### src/rtl/if_id_stage.sv
// IF/ID pipeline stage: two-entry skid buffer between fetch and decode with
// valid/ready handshakes on both sides and MIPS field slicing of the held word.
module if_id_stage #(
    parameter int unsigned bus_instr = 32,
    parameter int unsigned bus_pc    = 32,
    parameter int unsigned bus_imm   = 16
) (
    input  logic                 clk,
    input  logic                 reset,
    input  logic                 flush,
    input  logic                 in_valid,
    output logic                 in_ready,
    input  logic [bus_instr-1:0] in_instr,
    input  logic [bus_pc-1:0]    in_pc4,
    output logic                 out_valid,
    input  logic                 out_ready,
    output logic [bus_instr-1:0] out_instr,
    output logic [bus_pc-1:0]    out_pc4,
    output logic [5:0]           opcode,
    output logic [4:0]           rs,
    output logic [4:0]           rt,
    output logic [4:0]           rd,
    output logic [4:0]           shamt,
    output logic [5:0]           funct,
    output logic [bus_imm-1:0]   inmediato
);

    typedef enum logic [1:0] {
        EMPTY = 2'd0,
        ONE   = 2'd1,
        TWO   = 2'd2
    } state_t;

    typedef struct packed {
        logic [bus_instr-1:0] instr;
        logic [bus_pc-1:0]    pc4;
    } word_t;

    state_t state_q, state_d;
    word_t  main_q, main_d;
    word_t  skid_q, skid_d;
    word_t  in_word;
    logic   acc;
    logic   take;

    assign in_word   = '{instr: in_instr, pc4: in_pc4};
    assign in_ready  = (state_q != TWO) && !reset;
    assign out_valid = (state_q != EMPTY);
    assign acc       = in_valid && in_ready;
    assign take      = out_valid && out_ready;

    // State and storage registers; contents are dropped on reset.
    always_ff @(posedge clk) begin
        if (reset) begin
            state_q <= EMPTY;
            main_q  <= '0;
            skid_q  <= '0;
        end else begin
            state_q <= state_d;
            main_q  <= main_d;
            skid_q  <= skid_d;
        end
    end

    // Next-state and storage update; flush clears both entries to NOP.
    always_comb begin
        state_d = state_q;
        main_d  = main_q;
        skid_d  = skid_q;
        if (flush) begin
            state_d = EMPTY;
            main_d  = '0;
            skid_d  = '0;
        end else begin
            unique case (state_q)
                EMPTY: begin
                    if (acc) begin
                        state_d = ONE;
                        main_d  = in_word;
                    end
                end
                ONE: begin
                    if (acc && take) begin
                        main_d = in_word;
                    end else if (acc) begin
                        state_d = TWO;
                        skid_d  = in_word;
                    end else if (take) begin
                        state_d = EMPTY;
                    end
                end
                TWO: begin
                    if (take) begin
                        state_d = ONE;
                        main_d  = skid_q;
                    end
                end
                default: state_d = EMPTY;
            endcase
        end
    end

    assign out_instr = main_q.instr;
    assign out_pc4   = main_q.pc4;
    assign opcode    = main_q.instr[31:26];
    assign rs        = main_q.instr[25:21];
    assign rt        = main_q.instr[20:16];
    assign rd        = main_q.instr[15:11];
    assign shamt     = main_q.instr[10:6];
    assign funct     = main_q.instr[5:0];
    assign inmediato = main_q.instr[bus_imm-1:0];

endmodule

### config.mk
export PLATFORM = sky130hd
export DESIGN_NAME = if_id_stage
export DESIGN_NICKNAME = d
export VERILOG_FILES = /design/src/rtl/if_id_stage.sv
export SDC_FILE = /design/constraint.sdc
export NUM_CORES = 1
export LEC_CHECK = 0
export ABC_AREA = 1
export BUFFER_PORTS_ARGS = -buffer_cell sky130_fd_sc_hd__buf_2
export CAP_MARGIN = 20
export CELL_PAD_IN_SITES_DETAIL_PLACEMENT = 1
export CELL_PAD_IN_SITES_GLOBAL_PLACEMENT = 1
export CORE_MARGIN = 2
export CORE_UTILIZATION = 38
export DETAILED_ROUTE_END_ITERATION = 7
export PLACE_DENSITY = 0.82
export SLEW_MARGIN = 40
export SYNTH_ARGS = -nofsm -noshare
export SYNTH_HDL_FRONTEND = slang
export SYNTH_SLANG_ARGS = --single-unit
export TNS_END_PERCENT = 20
### constraint.sdc
create_clock -name clk -period 3.25 [get_ports clk]
set_input_delay 0.1625 -clock clk [delete_from_list [all_inputs] [get_ports clk]]
set_output_delay 0.1625 -clock clk [all_outputs]
set_load 0.02 [all_outputs]
==> results.md, run 1 <==
* Die area at 0.0177 mm2
* ANT nets after route at 0
* Initial DRT Pass Iterations at 4
* CTS clock-pin slew for the worst setup and hold paths at 0.06 ns
* DPL Wire Length at between 10000 and 15000 um
* DRC at 0
* Count of cell types in the netlist at 20
* H-tree depth at 4
* Seq/Total Area, Yosys at 41.2%
* Max-slew violations at 0
* Port bufs at 182
* Tmin final at 2.36 ns
* Area contributors post-synth: dfxtp_1 41%, nand2_1 15%, nor2_1 12%
* Mapped Area at around 0.0063 mm2
* Arrival @ worst endpoint at 2.67 ns
* Placeable Area at approximately 0.016 mm2
* GPL Wtd Cong at 0.701
* CTS Buf Count at 17
* Area Overhead vs Synth at 27.5%
* Crit start category: flop
* First-pass GRT wire length at 31400 um
* Setup Crit Path Kind: reg2reg
* MaxCap Viol Count at 0
* Vias at 6499
* Cell Int Power at 3.07 mW
* P_leak at 4.26 nW
* Initial antenna violation count at 0
* PwrDens at 509 mW/mm2
* Req. time, crit path at around 3.6 ns
* Hold Violations, Final at 0
* Clk_lat worst skew at around 0.41 ns
* Share of total power in sequential cells at roughly two fifths
* Max Clock Freq at 423 MHz
* Net Sw Frac at 25.1%
* Clock buffer depth at 2
* Final setup TNS at 0 ns
* Flop and latch count out of synthesis at 130
* Hold WC Path Type: in2reg
* Cell count after synthesis at 975
* Iter 0 DRT Violations at 306
* Final Skew at 0.00753 ns
* Starting Density at between 30 and 40%
* Largest net degree at the start of global routing at 79
* Antenna Cells at 0
* CTS resizes at 0
* IO Pins at between 150 and 200
* Relative max-transition margin at a little over half
* Tcrit/Tclk final at slightly above 70%
* Clock power share at 46.7%
* Unrepaired setup endpoints after global routing: no
* Area leader, netlist: dfxtp_1
* All-layer global routing usage at 21.7%
* Vias in the first global route at 6380
* CP Capture Type: flop
* Final-report setup violation count at 0
* Synth warnings at 0
* DR WL/cell at 13.8 um
* CTS sink cnt at 130
* Row count at 47
* Final core utilization at between 40% and 50%
* Die width at 133 um
* Outcome: finished, final reports clean
* Worst Max-Slew Pin Slew at 0.684 ns
* Switching pwr at between 1 and 1.5 mW
* Root Buffer: clkbuf_16
* Syn nets at 1044
* Total Wirelength at about 19000 um
* Power share of the combinational group at between 10% and 20%
* Share of the synthesized area in the top cell type at 41.2%
* Chip height at 133 um
* Crit-path max FO at 78
* NumNets Final at 1192
* Synth Area per Inst at 6.48 um2
* Via density per instance at 4.79
* CTS tree: yes
* Fraction of layout cells with a size suffix above 1 at 20.0%
* Worst vdd ir at 0.355 mV
* GRT overflow at 0
critical path, cell delays in order, from the launching register on:
cell and delay (ns):
dfxtp_1 0.41, inv_2 0.07, nand2_2 0.38, nand4_1 0.24, nand2_4 0.41, buf_12 0.38
nand3_1 0.16, nand2_1 0.10, nor2_1 0.05
sequential cells by signal (all words and copies together) (netlist names):
register	cells
out_pc4	32
out_instr	32
skid_q	64
state_q	2
layer usage:
metal	vias up	track usage, %	part of all wire, %
met4	0	6.51	1.5
li1	3263	-	-
met5	-	0	0
met1	3073	27.1	46
met3	18	4.21	4.0
met2	145	37.7	48
logic make-up after synthesis:
group / after synthesis / share of synthesized area, %
simple gates: 527 / 32.8
compound gates: 131 / 10.5
flops: 130 / 41.2
buf+inv: 187 / 15.5
through the flow:
| stage | setup slack (ns) | instance area [um2] | hold WS, ns | power [mW] | instances |
|---|---|---|---|---|---|
| floorplan | 1.94 | 6320 | 0.297 | 2.04 | 975 |
| global placement | 0.949 | 6930 | 0.400 | 2.15 | 1270 |
| detailed placement | 0.876 | 6930 | 0.408 | 2.16 | 1270 |
| CTS | 0.854 | 8050 | 0.000781 | 4.13 | 1356 |
| global route | 0.691 | 8050 | 0.0223 | 4.26 | 1356 |
| finish | 0.888 | 8050 | 0.0112 | 4.10 | 1356 |
path summary, 6_finish.rpt:
kind,from,endpoint,slack [ns],cells past startpoint
max,state_q[0],out_pc4[23],0.89,8
min,in_pc4[3],skid_q[3],0.01,3
max reg2reg,state_q[0],out_pc4[23],0.89,8
min reg2reg,out_pc4[26],out_pc4[26],0.47,2
area by class of cell:
class	instances	area (um2)
multi-input cells	658	2760
flip-flops and latches	130	2600
clock buffers	28	517
fillers	2206	8350
repair buffers	246	1560
clock inverters	4	70.1
inverters	70	263
well taps	220	275
what timing repair did:
item	in CTS	in global routing
hold buffers	54	0
setup buffers	0	0
hold endpoints to repair	54	0
power groups by stage:
stage	clock [mW]	sequential, mW	combinational, mW
2_1_floorplan	0	1.73	0.304
3_3_place_gp	0	1.69	0.457
3_5_place_dp	0	1.69	0.467
4_1_cts	1.95	1.66	0.521
5_1_grt	2.02	1.66	0.580
6_report	1.92	1.66	0.523
cells in the mapped netlist:
cell type  number
buf_4          63
nand4_1         1
nand2_1       259
buf_1           7
nor2_1        199
nor2_2          1
a21oi_2         1
o21ai_0        55
nor3_1          1
inv_1          68
a21oi_1        65
o21ai_1         9
nand3_1        64
dfxtp_1       130
o21a_1          1
nand3_2         1
inv_2           2
clkbuf_1       14
nand2_2         1
buf_2          33
cells in the final DEF (no fill, tap or decap):
master / n
a21oi_1: 65
a21oi_4: 1
buf_12: 3
buf_2: 182
buf_4: 7
bufinv_16: 2
clkbuf_1: 6
clkbuf_16: 17
clkbuf_8: 5
clkinv_2: 2
dfxtp_1: 130
dlygate4sd3_1: 54
inv_1: 67
inv_2: 3
nand2_1: 258
nand2_2: 1
nand2_4: 1
nand3_1: 64
nand3_2: 1
nand4_1: 1
nor2_1: 198
nor2_4: 2
nor3_1: 1
o21a_1: 1
o21ai_0: 55
o21ai_1: 9
No activity file was read; power rests on OpenSTA's default activity.
==> inputs of run 2 (changes only) <==
--- a/config.mk
+++ b/config.mk
@@ -11,9 +11,9 @@
 export CELL_PAD_IN_SITES_DETAIL_PLACEMENT = 1
 export CELL_PAD_IN_SITES_GLOBAL_PLACEMENT = 1
 export CORE_MARGIN = 2
-export CORE_UTILIZATION = 38
+export CORE_UTILIZATION = 36
 export DETAILED_ROUTE_END_ITERATION = 7
-export PLACE_DENSITY = 0.82
+export PLACE_DENSITY = 0.78
 export SLEW_MARGIN = 40
 export SYNTH_ARGS = -nofsm -noshare
 export SYNTH_HDL_FRONTEND = slang
==> constraint.sdc (replaced) <==
create_clock -name clk -period 2.45 [get_ports clk]
set_input_delay 0.1225 -clock clk [delete_from_list [all_inputs] [get_ports clk]]
set_output_delay 0.1225 -clock clk [all_outputs]
set_load 0.02 [all_outputs]
==> results.md, run 2 (synthesis results as in run 1) <==
* Most frequent cells in the layout: 258 x nand2_1, 198 x nor2_1, 182 x buf_2
* Hold buffers post-CTS at 64
* Vias in the first global route at ~6400
* Clock buffer depth at 2
* Relative max-transition margin at 56.4%
* Outcome: finished, final reports clean
* Fraction of layout cells with a size suffix above 1 at between 20 and 25%
* Power share of the combinational group at 13.4%
* Final-report setup violation count at 0
* Hold Violations, Final at 0
* Tcrit/Tclk final at 88.8%
* Initial antenna violation count at 1
* Worst Max-Slew Pin Slew at approximately 0.65 ns
* CP delay by family, top: buffers and inverters
* Total Wirelength at approximately 19000 um
* Share of total power in sequential cells at 41.3%
* Hold Path Depth at 4
* Root Buffer: clkbuf_16
* Commonest non-fill, non-tap cell in the layout: nand2_1
* Hold WC Path Type: in2reg
* Unrepaired setup endpoints after global routing: no
* DPL Wire Length at about 11000 um
* First-pass GRT wire length at 31100 um
* Final setup TNS at 0 ns
* CTS resizes at 0
* H-tree depth at 4
* Top reg by flops: skid_q
* CP Cell Sequence: inv_2 > nand2_2 > buf_4 > inv_2 > buf_4 > nor2_1 > buf_2
* GPL Wtd Cong at 0.710
* Vias at about 6500
* Crit-path max FO at 38
* DRC at 0
* Placeable Area at 0.0172 mm2
* Slowest cell on crit path: dfxtp_1
* Die width at 136 um
* MaxCap Viol Count at 0
* Launch point of the worst reg-to-reg path: state_q[0]
* CTS Buf Count at 17
* Starting Density at ~37%
* Postcts setup bufs at 0
* Row count at 48
* Area Overhead vs Synth at 29.8%
* Tmin final at 2.17 ns
* Iter 0 DRT Violations at 260
* P_leak at 4.31 nW
* Clk_lat worst skew at 0.42 ns
* CP Capture Type: output pin
* Req. time, crit path at 2.33 ns
* Initial DRT Pass Iterations at 4
* CTS sink cnt at between 100 and 150
* Via density per instance at 4.73
* Setup Crit Path Kind: reg2out
* Final Skew at approximately 0.0086 ns
* Hold_ws at just over 0.08 ns
* NumNets Final at 1207
* Largest net degree at the start of global routing at 131
* CP bufs+invs at 5
* Worst R2R End: out_instr[8]
* Chip height at 136 um
* Clock power share at 45.4%
* Crit start category: flop
* Max-slew violations at 0
* R2r worst-path depth at 11
* Largest register FFs at 64
* Switching pwr at about 1.4 mW
* Overall power at approximately 5.3 mW
* Hold EP: state_q[0]
* GRT overflow at 0
* PwrDens at 651 mW/mm2
* CTS tree: yes
* Die area at 0.0186 mm2
* Max Clock Freq at 460 MHz
* Setup slack, reg-to-reg at 0.59 ns
* Net Sw Frac at between 20% and 30%
* Post-DP Area at approximately 0.0070 mm2
* Hold path startpoint: out_ready
* ANT nets after route at 0
* Worst path max stage delay at 0.40 ns
* Cell Int Power at 3.93 mW
* Final Instance Area at 0.00820 mm2
* IO Pins at between 150 and 200
* DR WL/cell at 13.8 um
* Arrival @ worst endpoint at 2.05 ns
* Worst vdd ir at roughly 0.49 mV
* All-layer global routing usage at 21.0%
* Port bufs at 182
* CTS clock-pin slew for the worst setup and hold paths at ~0.05 ns
## run 2: cell types whose count changed in the layout (fill, tap and decap cells not counted), sizes merged
cell	delta
clkinvlp	+3
clkbuf	-5
bufinv	-1
dlygate4sd3	+10
buf	+5
diode	+1
clkinv	+3
## run 2: power groups by stage
stage                     clock, mW  sequential [mW]  combinational [mW]
final                          2.42             2.20               0.714
after global routing           2.54             2.21               0.796
after CTS                      2.47             2.20               0.717
after detailed placement          0             2.25               0.633
after global placement            0             2.24               0.620
after floorplan                   0             2.30               0.403
## run 2: tightest hold or removal path: stages
cell and delay [ns]:
buf_2 0.10, nor3_1 0.05, a21oi_1 0.14, nor2_1 0.04
## run 2: layout make-up
| type | instances | area, um2 |
|---|---|---|
| antenna | 1 | 2.50 |
| multi-input combinational | 658 | 2760 |
| timing repair buffer | 261 | 1730 |
| fill | 2323 | 9040 |
| clock inverter | 9 | 81.3 |
| clock buffer | 23 | 478 |
| inverter | 70 | 263 |
| sequential | 130 | 2600 |
| tap | 225 | 282 |
## run 2: worst max path at each step
stage / startpoint / endpoint / slack [ns] / cells after the start
2_1_floorplan: state_q[0] / out_instr[10] / 1.14 / 9
3_3_place_gp: state_q[0] / out_instr[10] / 0.67 / 11
3_5_place_dp: state_q[0] / out_instr[10] / 0.61 / 11
4_1_cts: state_q[0] / in_ready / 0.25 / 7
5_1_grt: state_q[0] / in_ready / 0.15 / 7
6_report: state_q[0] / in_ready / 0.28 / 7
## run 2: through the flow
stage | cells | worst slack (ns) | util (%)
6_report | 1377 | 0.275 | 47.6
5_1_grt | 1376 | 0.147 | 47.5
4_1_cts | 1376 | 0.250 | 47.5
2_1_floorplan | 975 | 1.14 | -
3_3_place_gp | 1280 | 0.672 | 40.6
3_5_place_dp | 1280 | 0.612 | 40.6
## run 2: metal layers
metal  global-route usage, %  routed length [um]  share of wire (%)  vias to the layer above
met5                       0                   0                  0                        -
li1                        -                   -                  -                     3294
met3                    3.65                 683                3.6                       25
met2                    37.1                9440                 50                      127
met1                    25.4                8540                 45                     3067
met4                    7.75                 325                1.7                        0
==> inputs of run 3 (changes only) <==
--- a/config.mk
+++ b/config.mk
@@ -13,7 +13,7 @@
 export CORE_MARGIN = 2
 export CORE_UTILIZATION = 36
 export DETAILED_ROUTE_END_ITERATION = 7
-export PLACE_DENSITY = 0.78
+export PLACE_DENSITY = 0.93
 export SLEW_MARGIN = 40
 export SYNTH_ARGS = -nofsm -noshare
 export SYNTH_HDL_FRONTEND = slang
==> results.md, run 3 (synthesis results as in run 1) <==
* Outcome: finished with violations
* Failing checks: negative hold slack
* Post-DP Area at approximately 0.0070 mm2
* GPL Wtd Cong at approximately 0.73
* DPL Wire Length at approximately 11000 um
* Via density per instance at 4.93
* DRC at 0
* Tcrit/Tclk final at 91.1%
* CTS sink cnt at 130
* Met3 usage at 4.36%
* Starting Density at 36.7%
* Crit-path max FO at 65
* Placeable Area at 0.0172 mm2
* M1 GR Usage at around a quarter
* P_leak at 4.29 nW
* CTS resizes at 0
* Worst vdd ir at 0.472 mV
* Worst setup margin at 0.219 ns
* Largest register FFs at 64
* Crit start category: flop
* Layer with the highest usage: met2
* PwrDens at 668 mW/mm2
* Worst R2R End: skid_q[7]
* Max-slew violations at 0
* Launch point of the worst reg-to-reg path: state_q[0]
* Hold_ws at -0.00196 ns
* ANT nets after route at 0
* All-layer global routing usage at 22.5%
* Port bufs at 182
* Hold path startpoint: in_instr[9]
* GRT overflow at 0
* Final std cells w/o fill at roughly 1400
* IO Pins at 183
* CTS Buf Count at 17
* Hold Path Depth at 3
* Setup slack, reg-to-reg at 0.22 ns
* Row count at 48
* Initial antenna violation count at 1
* Worst slack, placed at 0.314 ns
* DR WL/cell at 15.4 um
* H-tree depth at 4
* Final setup TNS at 0 ns
* CP Capture Type: flop
* Hold EP: skid_q[41]
* Final Skew at 0.00771 ns
* First-pass GRT wire length at 33100 um
* Req. time, crit path at 2.78 ns
* Clk_lat worst skew at 0.42 ns
* Postcts setup bufs at 0
* Initial DRT Pass Iterations at 4
* Tmin final at about 2.2 ns
* R2r worst-path depth at 7
* Max Clock Freq at 448 MHz
* Vias at ~6700
* Total Wirelength at 21100 um
* GR met2 Demand/Resource at 41.8%
* Arrival @ worst endpoint at 2.56 ns
* CTS clock-pin slew for the worst setup and hold paths at 0.06 ns
* Largest net degree at the start of global routing at 131
* Most frequent cells in the layout: 258 x nand2_1, 198 x nor2_1, 182 x buf_2
* Iter 0 DRT Violations at between 300 and 400
* NumNets Final at 1198
* Area Overhead vs Synth at 29.0%
* Hold Violations, Final at 1
* Commonest non-fill, non-tap cell in the layout: nand2_1
* Worst Max-Slew Pin Slew at 0.759 ns
* CTS tree: yes
* Final Instance Area at approximately 0.0081 mm2
* Filler Cells Inserted at approximately 2200
* Final-report setup violation count at 0
* Unrepaired setup endpoints after global routing: no
* Cell total after placement at around 1300
* Setup Crit Path Kind: reg2reg
* Setup crit start: state_q[0]
* Hold WC Path Type: in2reg
* MaxCap Viol Count at 0
* Chip height at 136 um
* Fraction of layout cells with a size suffix above 1 at 19.9%
* Clock buffer depth at 2
* Vias in the first global route at 6781
* Die width at 136 um
* Root Buffer: clkbuf_16
* Top reg by flops: skid_q
* Die area at 0.0186 mm2
* Relative max-transition margin at 49.4%
run 3: power breakdown:
part / leakage [nW] / switching, mW / internal [mW]
registers: 1.05 / 0.0380 / 2.17
logic: 2.95 / 0.438 / 0.287
clock network: 0.285 / 0.927 / 1.58
run 3: worst max-delay path by stage:
stage          slack [ns]  cells past startpoint            end
6_report             0.22                      7      skid_q[7]
5_1_grt              0.05                      7       in_ready
4_1_cts              0.22                      7       in_ready
3_5_place_dp         0.31                      7     skid_q[55]
3_3_place_gp         0.36                      6     skid_q[62]
2_1_floorplan        1.14                      9  out_instr[10]
run 3: routing by layer:
metal,vias up,wire (um)
met2,186,10900
met4,0,648
li1,3272,-
met3,48,840
met5,-,0
met1,3228,8660
run 3: per-stage QoR:
step,utilization [%],power (mW)
2_1_floorplan,-,2.70
3_3_place_gp,40.4,2.86
3_5_place_dp,40.4,2.88
4_1_cts,47.2,5.47
5_1_grt,47.3,5.64
6_report,47.3,5.44
run 3: critical path: stages (launching register included):
cell and delay, ns:
dfxtp_1 0.41, inv_2 0.07, nand2_2 0.25, nand3_2 0.21, nor2_4 0.16, buf_4 0.59, o21ai_0 0.22, nor2_1 0.20
run 3: what timing repair did:
action	4_1_cts	5_1_grt
endpoints found under the setup margin	0	0
hold buffers	61	0
hold endpoints to repair	61	0
run 3: area by class of cell:
| cell class | count | area [um2] | share of cell area (%) |
|---|---|---|---|
| Antenna cell | 1 | 2.50 | 0.0307 |
| Clock buffer | 23 | 488 | 5.99 |
| Clock inverter | 6 | 80.1 | 0.983 |
| Inverter | 70 | 265 | 3.26 |
| Multi-Input combinational cell | 658 | 2760 | 33.9 |
| Sequential cell | 130 | 2600 | 31.9 |
| Tap cell | 225 | 282 | 3.46 |
| Timing Repair Buffer | 252 | 1660 | 20.4 |
